===== src/rtl/rot_ctrl_pkg.sv =====
// rot_ctrl_pkg: shared constants, FSM state encoding and requester ids for the rotating pixel store controller.
package rot_ctrl_pkg;
    localparam int NIBBLES = 8;
    localparam int SLOT_W  = 3;
    localparam logic [SLOT_W-1:0] PH_LAST = SLOT_W'(NIBBLES - 1);
    typedef enum logic [1:0] {CLEAR, IDLE, WAIT, DONE} state_e;
    typedef enum logic {PORT_A = 1'b0, PORT_B = 1'b1} port_e;
endpackage


===== src/rtl/rot_register.sv =====
// rot_register: 8-nibble ring that rotates every cycle; set_data replaces the nibble arriving at the output next cycle.
module rot_register
    import rot_ctrl_pkg::*;
(
    input  logic       clk,
    input  logic       set_data_i,
    input  logic [3:0] data_in_i,
    output logic [3:0] data_out_o
);
    logic [NIBBLES-1:0][3:0] ring_q;
    // Element 0 is on the output; element 1 becomes visible next cycle.
    always_ff @(posedge clk) begin
        ring_q <= {ring_q[0], ring_q[NIBBLES-1:2], set_data_i ? data_in_i : ring_q[1]};
    end
    assign data_out_o = ring_q[0];
endmodule


===== src/rtl/rot_register_ctrl.sv =====
// rot_register_ctrl: clears the rotating pixel store after reset and serialises slot reads/writes from two requesters.
module rot_register_ctrl
    import rot_ctrl_pkg::*;
#(
    parameter bit RR_EN = 1'b1
) (
    input  logic              clk,
    input  logic              rst_n,
    input  logic              a_valid_i,
    input  logic              a_we_i,
    input  logic [SLOT_W-1:0] a_slot_i,
    input  logic [3:0]        a_wdata_i,
    output logic              a_done_o,
    output logic [3:0]        a_rdata_o,
    input  logic              b_valid_i,
    input  logic              b_we_i,
    input  logic [SLOT_W-1:0] b_slot_i,
    input  logic [3:0]        b_wdata_i,
    output logic              b_done_o,
    output logic [3:0]        b_rdata_o,
    output logic              busy_o,
    output logic [3:0]        pix_data_o,
    output logic [SLOT_W-1:0] pix_slot_o
);
    state_e            state_q, state_d;
    port_e             gnt_q, gnt_d, last_q, last_d;
    logic              we_q, we_d;
    logic [SLOT_W-1:0] slot_q, slot_d, ph_q;
    logic [3:0]        wdata_q, wdata_d, a_rdata_q, a_rdata_d, b_rdata_q, b_rdata_d;
    logic              pick_b, hit, set_data;
    logic [3:0]        data_in, data_out;

    assign pick_b = b_valid_i && (!a_valid_i || (RR_EN && last_q == PORT_A));
    // A write must land one phase before its slot reaches the output.
    assign hit = we_q ? (ph_q == SLOT_W'(slot_q - 1'b1)) : (ph_q == slot_q);
    assign set_data = rst_n && (state_q == CLEAR || (state_q == WAIT && we_q && hit));
    assign data_in = (state_q == CLEAR) ? 4'h0 : wdata_q;

    always_comb begin
        state_d   = state_q;
        gnt_d     = gnt_q;
        last_d    = last_q;
        we_d      = we_q;
        slot_d    = slot_q;
        wdata_d   = wdata_q;
        a_rdata_d = a_rdata_q;
        b_rdata_d = b_rdata_q;
        case (state_q)
            CLEAR: state_d = (ph_q == PH_LAST) ? IDLE : CLEAR;
            IDLE: if (a_valid_i || b_valid_i) begin
                gnt_d   = pick_b ? PORT_B : PORT_A;
                last_d  = pick_b ? PORT_B : PORT_A;
                we_d    = pick_b ? b_we_i : a_we_i;
                slot_d  = pick_b ? b_slot_i : a_slot_i;
                wdata_d = pick_b ? b_wdata_i : a_wdata_i;
                state_d = WAIT;
            end
            WAIT: if (hit) begin
                state_d   = DONE;
                a_rdata_d = (!we_q && gnt_q == PORT_A) ? data_out : a_rdata_q;
                b_rdata_d = (!we_q && gnt_q == PORT_B) ? data_out : b_rdata_q;
            end
            DONE: state_d = IDLE;
            default: state_d = CLEAR;
        endcase
    end

    always_ff @(posedge clk) begin
        if (!rst_n) begin
            state_q   <= CLEAR;
            ph_q      <= '0;
            gnt_q     <= PORT_A;
            last_q    <= PORT_B;
            we_q      <= 1'b0;
            slot_q    <= '0;
            wdata_q   <= '0;
            a_rdata_q <= '0;
            b_rdata_q <= '0;
        end else begin
            state_q   <= state_d;
            ph_q      <= ph_q + 1'b1;
            gnt_q     <= gnt_d;
            last_q    <= last_d;
            we_q      <= we_d;
            slot_q    <= slot_d;
            wdata_q   <= wdata_d;
            a_rdata_q <= a_rdata_d;
            b_rdata_q <= b_rdata_d;
        end
    end

    rot_register u_rot (
        .clk        (clk),
        .set_data_i (set_data),
        .data_in_i  (data_in),
        .data_out_o (data_out)
    );

    assign busy_o     = (state_q == CLEAR);
    assign a_done_o   = (state_q == DONE) && (gnt_q == PORT_A);
    assign b_done_o   = (state_q == DONE) && (gnt_q == PORT_B);
    assign a_rdata_o  = a_rdata_q;
    assign b_rdata_o  = b_rdata_q;
    assign pix_data_o = data_out;
    assign pix_slot_o = ph_q;
endmodule


===== config.mk =====
export PLATFORM = sky130hd
export DESIGN_NAME = rot_register_ctrl
export DESIGN_NICKNAME = d
export VERILOG_FILES = /design/src/rtl/rot_ctrl_pkg.sv /design/src/rtl/rot_register.sv /design/src/rtl/rot_register_ctrl.sv
export SDC_FILE = /design/constraint.sdc
export NUM_CORES = 1
export LEC_CHECK = 0
export CAP_MARGIN = 20
export CORE_ASPECT_RATIO = 1.2
export CORE_MARGIN = 2
export CORE_UTILIZATION = 45
export DETAILED_ROUTE_END_ITERATION = 8
export PLACE_DENSITY = 0.71
export SYNTH_ARGS = -nofsm -noshare
export SYNTH_HDL_FRONTEND = slang
export SYNTH_HIERARCHICAL = 1
export SYNTH_SLANG_ARGS = --single-unit

===== constraint.sdc =====
create_clock -name clk -period 2.8 [get_ports clk]
set_clock_uncertainty 0.15 [all_clocks]
set_input_delay 0.28 -clock clk [delete_from_list [all_inputs] [get_ports clk]]
set_output_delay 0.28 -clock clk [all_outputs]
set_load 0.1 [all_outputs]

==> summary.md <==
| Metric | Value |
|---|---|
| Run status | `complete, no violations` |
| Synth Net Count | `203` |
| Total design power | `around 1.3 mW` |
| Area growth from synthesis to layout | `21.68%` |
| Diodes inserted | `0` |
| Number of nets in the finished design | `237` |
| Initial cell density of the core | `approximately 46%` |
| Highest Clock Rate | `473.5 MHz` |
| Register bit total from synthesis | `55` |
| Total vias in the final route | `1296` |
| DRC | `0` |
| CTS clock-pin slew for the worst setup and hold paths | `100 ps` |
| Placement Cell Area | `2256 µm²` |
| H-tree depth | `2` |
| Required arrival time at the worst endpoint | `approximately 2900 ps` |
| Max-slew violation count | `0` |
| Beginning of the worst register-to-register path | `slot_q[0]$_SDFFE_PN0P_` |
| Count of hold-fix buffers inserted at cts | `0` |
| Power per cell area | `569.1 nW/µm²` |
| Post-route worst setup slack | `688.0 ps` |
| Setup crit start kind | `flip-flop` |
| Area of the core region | `4197 µm²` |
| Reg2reg end | `u_rot/data_out_o[1]$_DFF_P_` |
| Post-synthesis average cell area | `10.98 µm²` |
| Count of max-cap constraint violations | `0` |
| Design Area, Final | `2352 µm²` |
| Clock root buffer master | `sky130_fd_sc_hd__clkbuf_8` |
| Crit path time final | `approximately 2100 ps` |
| Post-route core utilization | `56.05%` |
| Library cell contributing the largest single delay on the critical path | `sky130_fd_sc_hd__dfxtp_1` |
| Number of distinct library cells after synthesis | `27` |
| Number of search-and-repair iterations in the first detailed-routing pass | `4` |
| CTS buffer count | `5` |
| Layout cells sized above 1 | `16.11%` |
| FF-to-FF setup slack | `690 ps` |
| Initial antenna violation count | `0` |
| Part of the cycle the worst path needs | `between 70% and 80%` |
| Total routing usage reported by global routing | `15.48%` |
| Leftover overflow at the end of global routing | `0` |
| Die height | `about 76 µm` |
| Final Hold Fails | `0` |
| Antenna-violating nets left | `0` |
| Worst rel slew slack | `62.85%` |
| Pin count of the biggest net entering global routing | `20` |
| Worst min path class | `flip-flop to flip-flop` |
| Data arrival time at the worst-slack endpoint | `around 2200 ps` |
| Setup Slack @ Placement | `676.2 ps` |
| Chain of cells forming the critical path | `inv_1 -> ha_1 -> and2_1 -> or3_1 -> nand3_1 -> nor2_1 -> o21a_1 -> mux2_2` |
| Register-to-Register Path Depth | `8` |
| Final weighted congestion of routability-driven global placement | `0.8141` |
| Highest-count cells in the layout ignoring fill and taps | `55 x sky130_fd_sc_hd__dfxtp_1, 20 x sky130_fd_sc_hd__buf_4, 19 x sky130_fd_sc_hd__clkdlybuf4s50_1` |
| Hold Path Cell Cnt | `0` |
| Startpoint of the most critical hold path | `u_rot/ring_q[23]$_DFF_P_` |
| Detailed Place HPWL | `2.531 mm` |
| Warnings, synthesis | `6` |
| Violation count after the first detailed-routing iteration | `64` |
| Commonest non-fill, non-tap cell in the layout | `sky130_fd_sc_hd__dfxtp_1` |
| Total number of clock tree sinks | `55` |
| Count of pins on the block boundary | `38` |
| Worst-skew pair later-pin latency | `310 ps` |
| Pin slew with the least headroom to its limit | `555.5 ps` |
| CTS tree | `done` |
| Buffer depth of the longest clock path | `2` |
| Standard-cell row count | `26` |
| Count of buffers added by post-CTS timing repair for setup | `0` |
| Worst setup path category | `flip-flop to flip-flop` |
| Die area | `4838 µm²` |
| Max rail drop VDD | `a little over 400 µV` |
| Setup repair after global routing missed its margin | `no` |
| CTS-repair resized insts | `0` |
| Drt via density | `between 4 and 5` |
| Element type at the critical path end | `flip-flop` |
| Wire length per cell | `12.58 µm` |
| Setup TNS | `0 ps` |
| Worst Hold Path EP | `u_rot/ring_q[19]$_DFF_P_` |
| Die Wd | `63.83 µm` |
| Total leakage power | `0.9924 nW` |
| Delay of the slowest cell on the worst path | `380 ps` |
| PortBufs | `37` |
| Final-report setup violation count | `0` |
| Number of global-route vias before repair | `1241` |
| Sequential cell area fraction in the yosys report | `56.96%` |
| Gate Count Post-Synth | `176` |
| Wire length reported by the detailed router | `roughly 3.4 mm` |
| Global-route wire length before repair | `roughly 5.6 mm` |
| Mapped cell area | `1933 µm²` |
| CP max FO | `4` |
-- logic make-up (layout without fill, tap and decap cells) --
logic type | Yosys count | in the layout | share of synthesized area [%]
mux | 20 | 20 | 10.61
buf+inv | 18 | 53 | 5.696
compound gates | 20 | 20 | 6.602
flops | 55 | 55 | 56.96
simple gates | 53 | 53 | 13.53
fa+ha+maj | 7 | 7 | 4.531
xor+xnor | 3 | 3 | 2.071
-- critical path, delay by kind of cell, from the launching register on --
kind                       cells  cell delay [ps]
and+or+nand+nor                4              640
AOI/OAI and AO/OA              1              210
muxes                          1              290
adders and majority gates      1              280
buffers and inverters          1               50
DFF                            1              380
-- power by group --
part           internal, mW  total (mW)  switching (mW)
registers             0.786       0.791         0.00529
logic                0.0429      0.0935          0.0506
clock network         0.186       0.454           0.269
total                  1.01        1.34           0.325
-- flip-flops by register name, indices dropped and copies added (netlist names) --
register,cells
u_rot/data_out_o,4
wdata_q,4
a_rdata_o,4
state_q,2
last_q,1
u_rot/ring_q,28
slot_q,3
b_rdata_o,4
we_q,1
gnt_q,1
pix_slot_o,3
-- area by class of cell --
cell class,instances,area [µm²]
sequential,55,1101
clock buffer,5,68.82
fill,378,1844
timing repair buffer,39,340.3
multi-input combinational,103,721.9
clock inverter,3,27.53
tap,56,70.07
inverter,6,22.52
-- synthesized netlist by cell type (all sizes together) --
| cell | count | area share (%) |
|---|---|---|
| xnor3 | 1 | 1.2 |
| o21a | 1 | 0.39 |
| or3 | 4 | 1.6 |
| buf | 9 | 3.9 |
| a21oi | 4 | 1.0 |
| ha | 7 | 4.5 |
| mux2 | 4 | 2.3 |
| and2 | 4 | 1.3 |
| and3 | 3 | 1.0 |
| nor2b | 6 | 1.9 |
| dfxtp | 55 | 57 |
| or4b | 1 | 0.52 |
| nand2 | 14 | 2.7 |
| nand3 | 6 | 1.6 |
| inv | 6 | 1.2 |
| xor2 | 2 | 0.91 |
| a211oi | 8 | 3.1 |
| mux2i | 16 | 8.3 |
| o211ai | 1 | 0.39 |
| nor2 | 15 | 2.9 |
| o21ai | 5 | 1.3 |
| clkbuf | 3 | 0.58 |
| a21boi | 1 | 0.39 |
-- worst max-delay path by stage --
stage / from / endpoint / slack, ps / depth (start not counted)
global placement: slot_q[0]$_SDFFE_PN0P_ / u_rot/data_out_o[3]$_DFF_P_ / 740 / 8
global route: slot_q[0]$_SDFFE_PN0P_ / u_rot/data_out_o[1]$_DFF_P_ / 600 / 8
floorplan: pix_slot_o[2]$_SDFF_PN0_ / a_rdata_o[0]$_SDFFE_PN0P_ / 450 / 5
CTS: slot_q[0]$_SDFFE_PN0P_ / u_rot/data_out_o[1]$_DFF_P_ / 670 / 8
finish: slot_q[0]$_SDFFE_PN0P_ / u_rot/data_out_o[1]$_DFF_P_ / 690 / 8
detailed placement: slot_q[0]$_SDFFE_PN0P_ / u_rot/data_out_o[1]$_DFF_P_ / 680 / 8
-- per-layer routing --
metal  global-route usage, %  up-vias  wire length (µm)
met2                   28.13       30              1744
met3                   3.988        9               130
li1                        -      653                 -
met5                       0        -                 0
met1                   17.12      604              1392
met4                   7.246        0                90
-- metrics by stage --
step                instances  hold WS [ps]
floorplan                 176         159.6
global placement          259         161.0
CTS                       267         187.3
global route              267         188.2
detailed placement        259         162.1
finish                    267         184.9
(Power assumes the default switching activity.)
